--- src/rtl/decoder_seq_pkg.sv ---
// Shared definitions for decoder_seq: operating-mode encodings.
package decoder_seq_pkg;

  typedef enum logic [1:0] {
    MODE_DIRECT = 2'b00,
    MODE_PULSE  = 2'b01,
    MODE_SEQ    = 2'b10,
    MODE_RSVD   = 2'b11
  } mode_e;

endpackage

--- src/rtl/decoder_seq_onehot_dec.sv ---
// Combinational index-to-one-hot converter (N-bit index, 2**N-bit output).
module onehot_dec #(
  parameter int N = 2
) (
  input  logic [N-1:0]      idx,
  output logic [2**N-1:0]   dec
);

  // NOTE: assigning a default before the indexed write keeps every bit driven on every path, so no latch is inferred.
  always_comb begin
    dec      = '0;
    dec[idx] = 1'b1;
  end

endmodule

--- src/rtl/decoder_seq.sv ---
// Registered decoder with DIRECT, PULSE and SEQ (stepping pointer) modes;
// one shared one-hot converter fed from either addr or the next pointer.
module decoder_seq
  import decoder_seq_pkg::*;
#(
  parameter int N    = 2,
  parameter int LAST = 2**N - 1
) (
  input  logic            clk,
  input  logic            rst,
  input  logic            en,
  input  logic [1:0]      mode,
  input  logic [N-1:0]    addr,
  input  logic            load,
  input  logic            step,
  output logic [2**N-1:0] y,
  output logic            wrap,
  output logic            err
);

  localparam int M = 2**N;

  if (LAST < 0 || LAST >= M) begin : g_bad_last
    $error("decoder_seq: LAST must lie in 0..2**N-1");
  end

  localparam logic [N-1:0] LAST_IDX = N'(LAST);

  mode_e          mode_s;
  logic [N-1:0]   ptr_q, ptr_d;
  logic [M-1:0]   y_q, y_d;
  logic           wrap_q, wrap_d;
  logic           err_q, err_d;
  logic [N-1:0]   sel_idx;
  logic [M-1:0]   dec_out;

  assign mode_s = mode_e'(mode);

  // Pointer update; the SEQ-mode display follows the pointer value being loaded.
  always_comb begin
    ptr_d  = ptr_q;
    wrap_d = 1'b0;
    err_d  = 1'b0;
    if (en && mode_s == MODE_SEQ) begin
      if (load) begin
        if (addr > LAST_IDX) begin
          ptr_d = '0;
          err_d = 1'b1;
        end else begin
          ptr_d = addr;
        end
      end else if (step) begin
        if (ptr_q == LAST_IDX) begin
          ptr_d  = '0;
          wrap_d = 1'b1;
        end else begin
          ptr_d = ptr_q + N'(1);
        end
      end
    end
  end

  assign sel_idx = (mode_s == MODE_SEQ) ? ptr_d : addr;

  onehot_dec #(.N(N)) u_dec (
    .idx (sel_idx),
    .dec (dec_out)
  );

  always_comb begin
    y_d = '0;
    if (en) begin
      case (mode_s)
        MODE_DIRECT: y_d = dec_out;
        MODE_PULSE:  if (load) y_d = dec_out;
        MODE_SEQ:    y_d = dec_out;
        default:     y_d = '0;
      endcase
    end
  end

  // NOTE: state registers use non-blocking assignments so every flop samples pre-edge values.
  always_ff @(posedge clk) begin
    if (rst) begin
      ptr_q  <= '0;
      y_q    <= '0;
      wrap_q <= 1'b0;
      err_q  <= 1'b0;
    end else begin
      ptr_q  <= ptr_d;
      y_q    <= y_d;
      wrap_q <= wrap_d;
      err_q  <= err_d;
    end
  end

  assign y    = y_q;
  assign wrap = wrap_q;
  assign err  = err_q;

endmodule

--- config.mk ---
export PLATFORM = sky130hd
export DESIGN_NAME = decoder_seq
export DESIGN_NICKNAME = d
export VERILOG_FILES = /design/src/rtl/decoder_seq_pkg.sv /design/src/rtl/decoder_seq_onehot_dec.sv /design/src/rtl/decoder_seq.sv
export SDC_FILE = /design/constraint.sdc
export NUM_CORES = 1
export LEC_CHECK = 0
export ABC_AREA = 1
export ABC_CLOCK_PERIOD_IN_PS = 1450
export BUFFER_PORTS_ARGS = -buffer_cell sky130_fd_sc_hd__buf_2
export CORE_AREA = 2 2 39 41
export CTS_BUF_LIST = sky130_fd_sc_hd__clkbuf_16
export CTS_CLUSTER_DIAMETER = 30
export DETAILED_ROUTE_END_ITERATION = 6
export DIE_AREA = 0 0 41 43
export HOLD_SLACK_MARGIN = 0.15
export PLACE_DENSITY = 0.52
export SLEW_MARGIN = 40
export SYNTH_ARGS = -nofsm -noshare
export SYNTH_HDL_FRONTEND = slang
export SYNTH_HIERARCHICAL = 1
export SYNTH_SLANG_ARGS = --single-unit
--- constraint.sdc ---
create_clock -name clk -period 1.45 [get_ports clk]
set_input_delay 0.29 -clock clk [delete_from_list [all_inputs] [get_ports clk]]
set_output_delay 0.29 -clock clk [all_outputs]
set_load 0.005 [all_outputs]
# --- Word-level counts from Yosys, hierarchy flattened ---
# Index checks and enable logic that the tools add are counted.
word_totals:
  ff_bits: 8
  elab_cells: 34
classes:
  n_addsub: 1
  magnitude_cmp: 3
  n_eq_ne: 3
  muxes: 12
  bitwise_logic: 4
  n_reduce_logical: 7
op_table:
  columns: ["cell", "count"]
  rows:
  - ["2-bit two-way mux", 6]
  - ["4-bit one-hot mux with 2 select lines", 1]
  - ["2-bit == test, second input constant", 2]
  - ["4-bit two-way mux", 1]
  - ["1-bit inverter", 4]
  - ["2-bit OR reduction", 2]
  - ["4-bit OR reduction", 1]
  - ["2-bit by 3-bit less-than comparator with 1-bit output, second input constant", 1]
  - ["1-bit two-way mux", 3]
  - ["3-bit OR reduction", 1]
  - ["2-bit by 1-bit adder with 2-bit output, second input constant", 1]
  - ["1-bit demux with 2-bit select", 1]
  - ["2-bit by 1-bit == test with 1-bit output, second input constant", 1]
  - ["2-bit by 1-bit greater-or-equal comparator with 1-bit output, second input constant", 1]
  - ["2-bit greater-than comparator, second input constant", 1]
  - ["1-bit logical AND", 2]
  - ["2-bit zero test", 1]

# --- Logic depth before layout (Yosys ltp) ---
depth:
  ltp_word: 12
  ltp_mapped: 10
  ltp_nobuf: 10

# --- Modules after synthesis ---
# Netlist, hierarchy kept.
by_module_without_submodules:
  columns: ["module", "n_inst", "cells_per_inst", "area_per_inst_um2", "seq_area_each_um2"]
  rows:
  - ["decoder_seq", 1, 51, 347.8, 140.1]
  - ["onehot_dec", 1, 7, 26.3, 0.0]

# --- Worst setup path before layout ---
# OpenSTA, ideal clock, no wires.
synth_timing:
  path_type: "register -> register"
  startpoint: "register ptr_q[0]"
  endpoint: "register y_q[2] (netlist: y[2])"
  setup_ns: 0.127
  arrival_time_ns: 1.160
  t_required_ns: 1.323
  slack_ns: 0.163
  stages_incl_launch_ff: 11
  path_buffers: 0
  synth_period_minus_slack_ns: 1.287
  path_cell_list: "dfxtp_1 > ha_1 > nand2_1 > nand3_1 > nand2_1 > nand2_1 > nand2_1 > nand2_1 > inv_1 > nor2_1 > nor3b_1"
synth_via:
  elab_chain_cells: 12
synth_lines:
  columns: ["element", "line_no", "source"]
  rows:
  - ["start: declaration", "decoder_seq.sv:30", "logic [N-1:0] ptr_q, ptr_d;"]
  - ["start signal: assignment", "decoder_seq.sv:90", "ptr_q <= ptr_d;"]
  - ["2-bit by 1-bit adder with 2-bit output / 2-bit == test (equally long branches)", "decoder_seq.sv:57, decoder_seq.sv:53", null]
  - ["2-bit two-way mux (*)", "decoder_seq.sv:53", "if (ptr_q == LAST_IDX) begin"]
  - ["2-bit two-way mux (*)", "decoder_seq.sv:52", "end else if (step) begin"]
  - ["2-bit two-way mux (*)", "decoder_seq.sv:45", "if (load) begin"]
  - ["2-bit two-way mux (*)", "decoder_seq.sv:44", "if (en && mode_s == MODE_SEQ) begin"]
  - ["2-bit two-way mux (*)", "decoder_seq.sv:63", "assign sel_idx = (mode_s == MODE_SEQ) ? ptr_d : addr;"]
  - ["net sel_idx[1]", "decoder_seq.sv:34", "logic [N-1:0] sel_idx;"]
  - ["2-bit by 3-bit less-than comparator with 1-bit output (not written as such) / 2-bit by 1-bit greater-or-equal comparator with 1-bit output (equally long branches)", "decoder_seq_onehot_dec.sv:12", "dec[idx] = 1'b1;"]
  - ["1-bit logical AND (not written as such)", "decoder_seq_onehot_dec.sv:12", null]
  - ["1-bit two-way mux (not written as such)", "decoder_seq_onehot_dec.sv:12", null]
  - ["1-bit demux with 2-bit select (*)", null, null]
  - ["net dec_out[2]", "decoder_seq.sv:35", "logic [M-1:0] dec_out;"]
  - ["4-bit two-way mux", "decoder_seq.sv:75", "MODE_PULSE: if (load) y_d = dec_out;"]
  - ["4-bit one-hot mux with 2 select lines (*)", "decoder_seq.sv:73", "case (mode_s)"]
  - ["end signal: assignment", "decoder_seq.sv:91", "y_q <= y_d;"]
  - ["end: declaration", "decoder_seq.sv:31", "logic [M-1:0] y_q, y_d;"]
# Mark *: on every way through the listed nets, which the timed path passes. The rest lies on a longest branch.
# A chain may end at the register's enable or synchronous reset.

# --- Final worst setup path ---
# Ends and elaborated chain as after synthesis.

==> results.tsv <==
metric	value	unit
clock slew at reported path FFs	0.04	ns
post-synth top area cell	dfxtp_1	
Post-DP Area	451.7	um^2
CTS Buffer Depth	2	
share of the synthesized area in the top cell type	37.46	%
fillcell total	153	
Ant. Diodes	0	
peak supply drop	721.0	uV
Peak Freq	745.6	MHz
CP arrival	1.50	ns
most frequent CP cell	nand2_1	
yosys warns	6	
standard-cell rows	14	
hold crit path type	in2reg	
post-route ant nets	0	
core area	0.001384	mm^2
clock root buffer	clkbuf_16	
Synth Net Count	68	
register area share after synthesis	37.46	%
Pwr per Cell Area	1281	mW/mm^2
commonest non-fill, non-tap cells in the layout	nand2_1 (17), buf_2 (13), inv_1 (10), nor2_1 (9), dfxtp_1 (5)	
WL/cell	9.000	um
H-tree lvl count	1	
sum of negative setup slack	0	ns
Skew-Pair Late Insertion Delay	0.23	ns
CTS sink cnt	7	
Worst path max stage delay	0.33	ns
Final Hold Viols	0	
combinational power share	9.2	%
fin crit share	92.50	%
gr ovfl total	0	
Final Setup Violations	0	
RSZ-0062 raised after global routing	false	
Pleak	0.0002985	uW
slew margin rel.	65.87	%
port bufs	13	
max cap viols	0	
first-pass GRT wire length	1.276	mm
GRT Util Overall	11.22	%
NetSw	143.1	uW
cts bufs inserted	3	
final WL	810	um
WP data required	1.61	ns
largest net degree at the start of global routing	6	
skew final	0.0008715	ns
die height	43	um
Vias	376	
Distinct cells, synth	13	
Yosys reg bits	7	
CP Launch Type	flip-flop	
vias in the first global route	337	
worst path cell trace	ha_4 -> nand2_1 -> nand3_1 -> nand2_1 -> nand2_1 -> nand2_1 -> nand2_2 -> inv_1 -> nor2_1 -> nor3b_2	
Top Ports	15	
met2 routed WL	440	um
total iterations of the first detailed-routing run	1	
Die Area	0.001763	mm^2
count of pins over their slew limit	0	
share of post-route cells with drive strength above 1	35.14	%
Slew @ Worst Pin	0.5119	ns
Period minus WS final	1.341	ns
CTS Hold Bufs	0	
Mapped Area	374.1	um^2
antenna violations before repair	0	
status	finished, final reports clean	
Power Internal	584.6	uW
WL met1	296	um
RePlAce Congestion	0.7276	
Sequential Power Share	27.7	%
Pwr Total	727.6	uW
clock power share	63.1	%
crit path max fanout	4	
switching share of power	19.66	%
Post-Layout Inst Area	568.0	um^2
CTS tree	done	
setup repair bufs after CTS	0	
CP endpoint kind	flip-flop	
fin nets	85	
vias per cell	4.178	
commonest non-fill, non-tap cell in the layout	nand2_1	
Cells after Synth	58	
initial DRC count	0	
slowest CP cell	dfxtp_2	
highest metal used	met4	
met3 routed WL	65	um
initial core utilization	27.03	%
WS Path Type	reg2reg	
Mean Syn Cell Area	6.450	um^2
HPWL after DPL	597.9	um
Die W	41	um
synth top area cells	dfxtp_1 (37%), nand2_1 (18%), inv_1 (9.0%)	
Residual DRC	0	
Area Overhead vs Synth	51.84	%
-- power groups by stage --
stage / registers (uW) / logic [uW] / clock network, uW
floorplan: 204 / 39.0 / 0
global placement: 203 / 61.5 / 0
detailed placement: 203 / 61.7 / 0
CTS: 200 / 62.2 / 469
global route: 202 / 77.2 / 490
finish: 202 / 66.9 / 459
-- path summary, 6_finish.rpt --
path / from / to / slack, ns / cells past startpoint
min: rst / ptr_q[0]$_SDFF_PP0_ / 0.25 / 2
max reg2reg: ptr_q[0]$_SDFF_PP0_ / y[2]$_SDFF_PP0_ / 0.11 / 10
max: ptr_q[0]$_SDFF_PP0_ / y[2]$_SDFF_PP0_ / 0.11 / 10
min reg2reg: ptr_q[0]$_SDFF_PP0_ / ptr_q[0]$_SDFF_PP0_ / 0.53 / 2
-- per-layer routing --
layer,global-route usage [%],vias to the layer above
met5,0,-
met4,2.000,0
met3,9.424,2
met2,17.19,10
met1,11.50,157
li1,-,207
-- per-stage QoR --
stage / utilization, % / instances / hold WS, ns / worst slack, ns
after global routing: 41.05 / 90 / 0.2631 / 0.01814
after CTS: 38.34 / 90 / 0.2503 / 0.04587
final: 41.05 / 90 / 0.2453 / 0.1087
after floorplan: - / 58 / 0.3591 / 0.1634
after detailed placement: 32.64 / 86 / 0.4909 / 0.06514
after global placement: 32.64 / 86 / 0.4924 / 0.07961
-- cell families after synthesis --
| kind of cell | count (synthesis) | share of synthesized area [%] |
|---|---|---|
| adder cells (fa/ha/maj) | 1 | 3.344 |
| flip-flops | 7 | 37.46 |
| other | 1 | 1.002 |
| AND/OR/NAND/NOR | 35 | 42.14 |
| AO/OA/AOI/OAI | 3 | 4.012 |
| buffers and inverters | 11 | 12.04 |
-- synth_stat cells --
| cell type | instances |
|---|---|
| buf_4 | 1 |
| conb_1 | 1 |
| nand2_1 | 18 |
| dfxtp_1 | 7 |
| nand3_2 | 1 |
| nand3_1 | 2 |
| nor2_1 | 9 |
| inv_2 | 1 |
| ha_1 | 1 |
| inv_1 | 9 |
| a21oi_1 | 3 |
| nand4_1 | 1 |
| nor3b_1 | 4 |
-- critical path, delay by kind of cell (launching register included) --
family                     cells  cell delay [ns]
and+or+nand+nor                8             0.63
DFF                            1             0.33
adders and majority gates      1             0.25
buffers and inverters          1             0.04
-- registers in the layout, indices dropped and copies added, names as in the netlist --
name and cells:
ptr_q 2, wrap 1, y 4
-- repair_timing --
action | in CTS | in global routing
resized for setup | 0 | 8
hold endpoints to repair | 0 | 0
setup endpoints to repair | 0 | 4
-- layout make-up --
class | instances | area [um^2] | area share, %
inverter | 10 | 37.54 | 6.608
sequential | 7 | 142.6 | 25.11
timing repair buffer | 13 | 65.06 | 11.45
tap | 16 | 20.02 | 3.524
clock inverter | 1 | 3.754 | 0.6608
multi-input combinational | 40 | 224.0 | 39.43
clock buffer | 3 | 75.07 | 13.22
Power figures use the tool's default switching activity.
